## config.mk

```make
export PLATFORM = sky130hd
export DESIGN_NAME = projeto_final
export DESIGN_NICKNAME = d
export VERILOG_FILES = /design/src/rtl/projeto_final_pkg.sv /design/src/rtl/projeto_final_mul_step_r4.sv /design/src/rtl/projeto_final.sv
export SDC_FILE = /design/constraint.sdc
export NUM_CORES = 1
export LEC_CHECK = 0
export CAP_MARGIN = 30
export CORE_ASPECT_RATIO = 1.4
export CORE_MARGIN = 5
export CORE_UTILIZATION = 55
export CTS_CLUSTER_DIAMETER = 200
export CTS_CLUSTER_SIZE = 10
export DETAILED_ROUTE_END_ITERATION = 16
export DONT_BUFFER_PORTS = 1
export HOLD_SLACK_MARGIN = 0.02
export PLACE_DENSITY = 0.76
export SLEW_MARGIN = 20
export SYNTH_ARGS = -nofsm -noshare
export SYNTH_HDL_FRONTEND = slang
export SYNTH_SLANG_ARGS = --single-unit
```

## constraint.sdc

```tcl
create_clock -name clk -period 10.62 [get_ports clk]
set_input_delay 3.186 -clock clk [delete_from_list [all_inputs] [get_ports clk]]
set_output_delay 3.186 -clock clk [all_outputs]
set_load 0.05 [all_outputs]
```

## src/rtl/projeto_final_pkg.sv

```systemverilog
// Shared constants and state encoding for the
// Horner-form polynomial evaluator.
package projeto_final_pkg;

  localparam int P_W    = 16;
  localparam int P_KW   = 8;
  localparam int NSTEP  = P_KW / 2;
  localparam int STEP_W = (NSTEP > 1) ? $clog2(NSTEP) : 1;

  typedef enum logic [2:0] {
    IDLE = 3'd0,
    MUL1 = 3'd1,
    ADD1 = 3'd2,
    MUL2 = 3'd3,
    ADD2 = 3'd4,
    DONE = 3'd5
  } state_t;

endpackage

```

## src/rtl/projeto_final_mul_step_r4.sv

```systemverilog
// One radix-4 shift-add step:
// acc + (mcand * digit << shift), mod 2^W.
module mul_step_r4 #(
  parameter int W   = 16,
  parameter int SHW = 3
) (
  input  logic [W-1:0]   acc_i,
  input  logic [W-1:0]   mcand_i,
  input  logic [1:0]     digit_i,
  input  logic [SHW-1:0] shift_i,
  output logic [W-1:0]   acc_o
);

  logic [W-1:0] digit_ext;
  logic [W-1:0] prod;

  // Partial product, shifted into place and accumulated
  always_comb begin
    digit_ext = {{(W-2){1'b0}}, digit_i};
    prod      = mcand_i * digit_ext;
    acc_o     = acc_i + (prod << shift_i);
  end

endmodule

```

## src/rtl/projeto_final.sv

```systemverilog
// Polynomial evaluator A*K^2 + B*K + C (mod 2^W)
// via Horner form on a shared radix-4 multiplier.
module projeto_final
  import projeto_final_pkg::*;
#(
  parameter int W  = P_W,
  parameter int KW = P_KW
) (
  input  logic [W-1:0]  A,
  input  logic [W-1:0]  B,
  input  logic [W-1:0]  C,
  input  logic [KW-1:0] K,
  input  logic          inicio,
  input  logic          clk,
  input  logic          rst,
  output logic          pronto,
  output logic [W-1:0]  resultado
);

  localparam int NS  = KW / 2;
  localparam int SW  = (NS > 1) ? $clog2(NS) : 1;
  localparam int SHW = SW + 1;
  localparam logic [SW-1:0] LAST = SW'(NS - 1);

  state_t state_q, state_d;

  logic [W-1:0]  b_q, b_d;
  logic [W-1:0]  c_q, c_d;
  logic [KW-1:0] k_q, k_d;
  logic [W-1:0]  acc_q, acc_d;
  logic [W-1:0]  mcand_q, mcand_d;
  logic [SW-1:0] step_q, step_d;
  logic          pronto_q, pronto_d;
  logic [W-1:0]  res_q, res_d;

  logic [SHW-1:0] shift;
  logic [1:0]     digit;
  logic [W-1:0]   mul_out;
  logic           last_step;

  assign shift     = {step_q, 1'b0};
  assign digit     = k_q[shift +: 2];
  assign last_step = (step_q == LAST);

  mul_step_r4 #(
    .W   (W),
    .SHW (SHW)
  ) u_mul (
    .acc_i   (acc_q),
    .mcand_i (mcand_q),
    .digit_i (digit),
    .shift_i (shift),
    .acc_o   (mul_out)
  );

  // State register
  always_ff @(posedge clk) begin
    if (rst) state_q <= IDLE;
    else     state_q <= state_d;
  end

  // Next-state logic
  always_comb begin
    state_d = state_q;
    unique case (state_q)
      IDLE: if (inicio)    state_d = MUL1;
      MUL1: if (last_step) state_d = ADD1;
      ADD1:                state_d = MUL2;
      MUL2: if (last_step) state_d = ADD2;
      ADD2:                state_d = DONE;
      DONE: if (!inicio)   state_d = IDLE;
      default:             state_d = IDLE;
    endcase
  end

  // Datapath and output next values per state
  always_comb begin
    b_d      = b_q;
    c_d      = c_q;
    k_d      = k_q;
    acc_d    = acc_q;
    mcand_d  = mcand_q;
    step_d   = step_q;
    pronto_d = pronto_q;
    res_d    = res_q;
    unique case (state_q)
      IDLE: begin
        if (inicio) begin
          b_d     = B;
          c_d     = C;
          k_d     = K;
          acc_d   = '0;
          mcand_d = A;
          step_d  = '0;
        end
      end
      MUL1, MUL2: begin
        acc_d  = mul_out;
        step_d = last_step ? '0 : step_q + 1'b1;
      end
      ADD1: begin
        mcand_d = acc_q + b_q;
        acc_d   = '0;
        step_d  = '0;
      end
      ADD2: begin
        res_d    = acc_q + c_q;
        pronto_d = 1'b1;
      end
      DONE: begin
        if (!inicio) pronto_d = 1'b0;
      end
      default: begin
        pronto_d = 1'b0;
      end
    endcase
  end

  // Datapath and output registers
  always_ff @(posedge clk) begin
    if (rst) begin
      b_q      <= '0;
      c_q      <= '0;
      k_q      <= '0;
      acc_q    <= '0;
      mcand_q  <= '0;
      step_q   <= '0;
      pronto_q <= 1'b0;
      res_q    <= '0;
    end else begin
      b_q      <= b_d;
      c_q      <= c_d;
      k_q      <= k_d;
      acc_q    <= acc_d;
      mcand_q  <= mcand_d;
      step_q   <= step_d;
      pronto_q <= pronto_d;
      res_q    <= res_d;
    end
  end

  assign pronto    = pronto_q;
  assign resultado = res_q;

endmodule

```

==> impl_metrics.tcl <==
set metrics [dict create \
    status "complete, no violations" \
    place_hpwl_mm 13.1 \
    synth.distinct_cells 62 \
    met3_usage_pct 4.28 \
    ant_nets 0 \
    synth_edf_count 0 \
    critPathTopFamily "compound AO/OA/AOI/OAI gates" \
    hp-class "flip-flop to flip-flop" \
    ys.flop_type "dfxtp_1" \
    cellPowerDensity_nw_per_um2 116 \
    fp.dieW_um 102 \
    cts_num_sinks 94 \
    place_area_um2 6610 \
    root_buffer "clkbuf_16" \
    cts_tree "yes" \
    gp_congestion 0.935 \
    cp_max_fo 27 \
    hold_viol 0 \
    worstSetupPathType "flip-flop to flip-flop" \
    tightest_slew_ns 0.883 \
    worstHoldPathCells 2 \
    required_ns 10.87 \
    maxCapViolations 0 \
    worstHoldStart "c_q[6]" \
    grt_pass1_wl_mm 27.6 \
    drt_wl_total_mm 17.2 \
    synth_area_um2 6530 \
    worstPathCellList "a21oi_1 -> and2_1 -> ha_1 -> fa_1 -> a211oi_1 -> o21bai_1 -> a21oi_1 -> o21ai_0 -> o211ai_1 -> o21ai_0 -> o21ai_0 -> o21ai_0 -> ha_1 -> a2111oi_0 -> nor2_1 -> a21oi_1 -> a21oi_1 -> xor2_1 -> a21o_1 -> a21o_1" \
    dp_worst_setup_slack_ns 4.98 \
    first_global_vias 5644 \
    grt_max_degree 98 \
    gr-usage-met2_pct 43.4 \
    yosys_warnings 0 \
    slew_headroom_pct 41.0 \
    cts_setup_buffers 0 \
    peakVddDrop_mv 0.110 \
    cts_hold_buf 0 \
    grt_overflow 0 \
    synth-seq-cells 94 \
    cts_buffer_depth 2 \
    async_reset_ff_share_pct 0 \
    setup_viol 0 \
    synth_cells 848 \
    tns_ns 0 \
    path_buf_inv 0 \
    portBuffers 0 \
    die_height_um 139 \
    antenna_found_initial 0 \
    leakage_nw 2.95 \
    route.detailed.drc 0 \
    endpoint "acc_q[15]" \
    clk_latency_ns 0.35 \
    final.min_clock_period_ns 5.68 \
    rr_endpoint "acc_q[15]" \
    period_share_pct 53.5 \
    n_antenna_cell 0 \
    drt_iter0_markers 372 \
    area_growth_pct 5.31 \
    rsz0062_at_grt "false" \
    coreArea_um2 11800 \
    worst_ep_arrival_time_ns 5.93 \
    die_area_um2 14200 \
    fin_area_um2 6880 \
    grt_util_all_layers_pct 24.3 \
    finClkSkew_ns 0.0155 \
    worstSetupStartpoint "step_q[0]" \
    reg2reg_slack_ns 4.94 \
    start_util_pct 55.5 \
    wl_per_cell_um 17.6 \
    grt_use_met1_pct 28.2 \
    rows 47 \
    slowest_stage "dfxtp_1" \
    first_pass_iters 5 \
    seq_area_frac_synth_pct 28.8 \
    final-max-slew-violation-count 0 \
    max_freq_mhz 176 \
    syn-num-nets 972 \
    worstSetupPathDepth 20 \
    top_usage_layer "met2" \
    fin_nets 946 \
    total_power_mw 0.795 \
    cp-end-kind "flip-flop" \
    vias 5848 \
    cts-resized-gates 0 \
    cts_made_buffers 9 \
    worst_setup_path_start_kind "flip-flop" \
    rr_worst_depth 20 \
    io_pins 76 \
    htree_levels 3 \
    rr_startpoint "step_q[0]" \
    path_clk_slew_ns 0.07 \
    final_critical_path_setup_slack_ns 4.94 \
    cp_slowest_stage_delay_ns 0.90 \
    synth.avg_cell_area_um2 7.70 \
    drive_gt1_share_pct 4.60 \
    vias_per_cell 6.01 \
]
## layout by cell type (no fill, tap or decap), types with 7 or more instances in the layout
cell type  count
xor2_1        21
a21oi_1      110
inv_1         12
o21a_1        10
dfxtp_1       94
nand3_1        9
a22oi_1       18
nor2_1        73
xnor2_1       32
ha_1          61
o21ai_0       25
nand2b_1      10
nand2_1      159
and3_1         7
nor3_1        20
clkbuf_16      9
a21o_1        18
and2_1        30
## report_power, final
| group | switching, mW | internal (mW) | total, mW |
|---|---|---|---|
| combinational | 0.0691 | 0.0481 | 0.117 |
| clock | 0.137 | 0.159 | 0.295 |
| sequential | 0.0153 | 0.367 | 0.383 |
## cell usage after synthesis, types with 4 or more instances
| library cell | count | area share [%] |
|---|---|---|
| nor3_1 | 21 | 1.6 |
| nand2_1 | 159 | 9.1 |
| and3_1 | 7 | 0.67 |
| clkbuf_1 | 39 | 2.2 |
| o21a_1 | 10 | 1.1 |
| a21oi_1 | 110 | 8.4 |
| nand2b_1 | 10 | 0.96 |
| nor2b_1 | 6 | 0.57 |
| a31oi_1 | 4 | 0.38 |
| a211oi_1 | 5 | 0.57 |
| o21bai_1 | 4 | 0.46 |
| o21ai_1 | 4 | 0.31 |
| o21ai_0 | 25 | 1.9 |
| inv_1 | 12 | 0.69 |
| xnor2_1 | 32 | 4.3 |
| or3_1 | 5 | 0.48 |
| ha_1 | 61 | 12 |
| a21o_1 | 18 | 2.1 |
| nand3_1 | 9 | 0.69 |
| xor2_1 | 21 | 2.8 |
| a311oi_1 | 6 | 0.80 |
| dfxtp_1 | 94 | 29 |
| fa_1 | 4 | 1.2 |
| a22oi_1 | 18 | 2.1 |
| nor2_1 | 73 | 4.2 |
| buf_1 | 4 | 0.23 |
| mux2i_1 | 5 | 0.77 |
| mux2_2 | 4 | 0.69 |
| nand3b_1 | 5 | 0.57 |
| and2_1 | 30 | 2.9 |
## sequential cells by signal, summed over array words and instances (netlist names)
name       flops
state_q        3
c_q           16
b_q           16
k_q            8
pronto         1
step_q         2
acc_q         16
mcand_q       16
resultado     16
## metal layers
metal / vias up / wire, um
li1: 2916 / -
met1: 2719 / 6870
met2: 166 / 8980
met3: 47 / 650
met4: 0 / 663
met5: - / 0
## how the worst min path moves through the flow
stage	to	slack, ns
finish	c_q[6]	0.46
global route	b_q[3]	0.47
CTS	c_q[6]	0.46
detailed placement	c_q[6]	0.45
global placement	c_q[14]	0.44
floorplan	k_q[4]	0.43
## layout make-up
class,instances,area [um2]
repair buffers,6,48.8
inverters,12,45.0
clock inverters,4,32.5
well taps,147,184
fillers,1112,4880
flip-flops and latches,94,1880
clock buffers,11,233
multi-input cells,699,4450
## cells by family after synthesis
group,synth area share (%)
fa+ha+maj,12.9
mux,2.15
compound gates,22.8
buf+inv,3.16
xor+xnor,7.11
simple gates,23.1
flops,28.8
## worst reg2reg max path, delay by kind of cell (launching register included)
| family | cells | cell delay (ns) |
|---|---|---|
| and+or+nand+nor | 2 | 0.40 |
| AOI/OAI and AO/OA | 14 | 3.14 |
| adders and majority gates | 3 | 0.96 |
| xor gates and xnor gates | 1 | 0.17 |
| DFF | 1 | 0.90 |
## per-stage QoR
| step | util (%) | cells | hold WS, ns |
|---|---|---|---|
| 6_report | 58.5 | 973 | 0.456 |
| 5_1_grt | 58.5 | 973 | 0.473 |
| 4_1_cts | 58.5 | 973 | 0.460 |
| 3_5_place_dp | 56.2 | 958 | 0.450 |
| 3_3_place_gp | 56.1 | 957 | 0.443 |
| 2_1_floorplan | - | 848 | 0.433 |
Power figures use the tool's default switching activity.
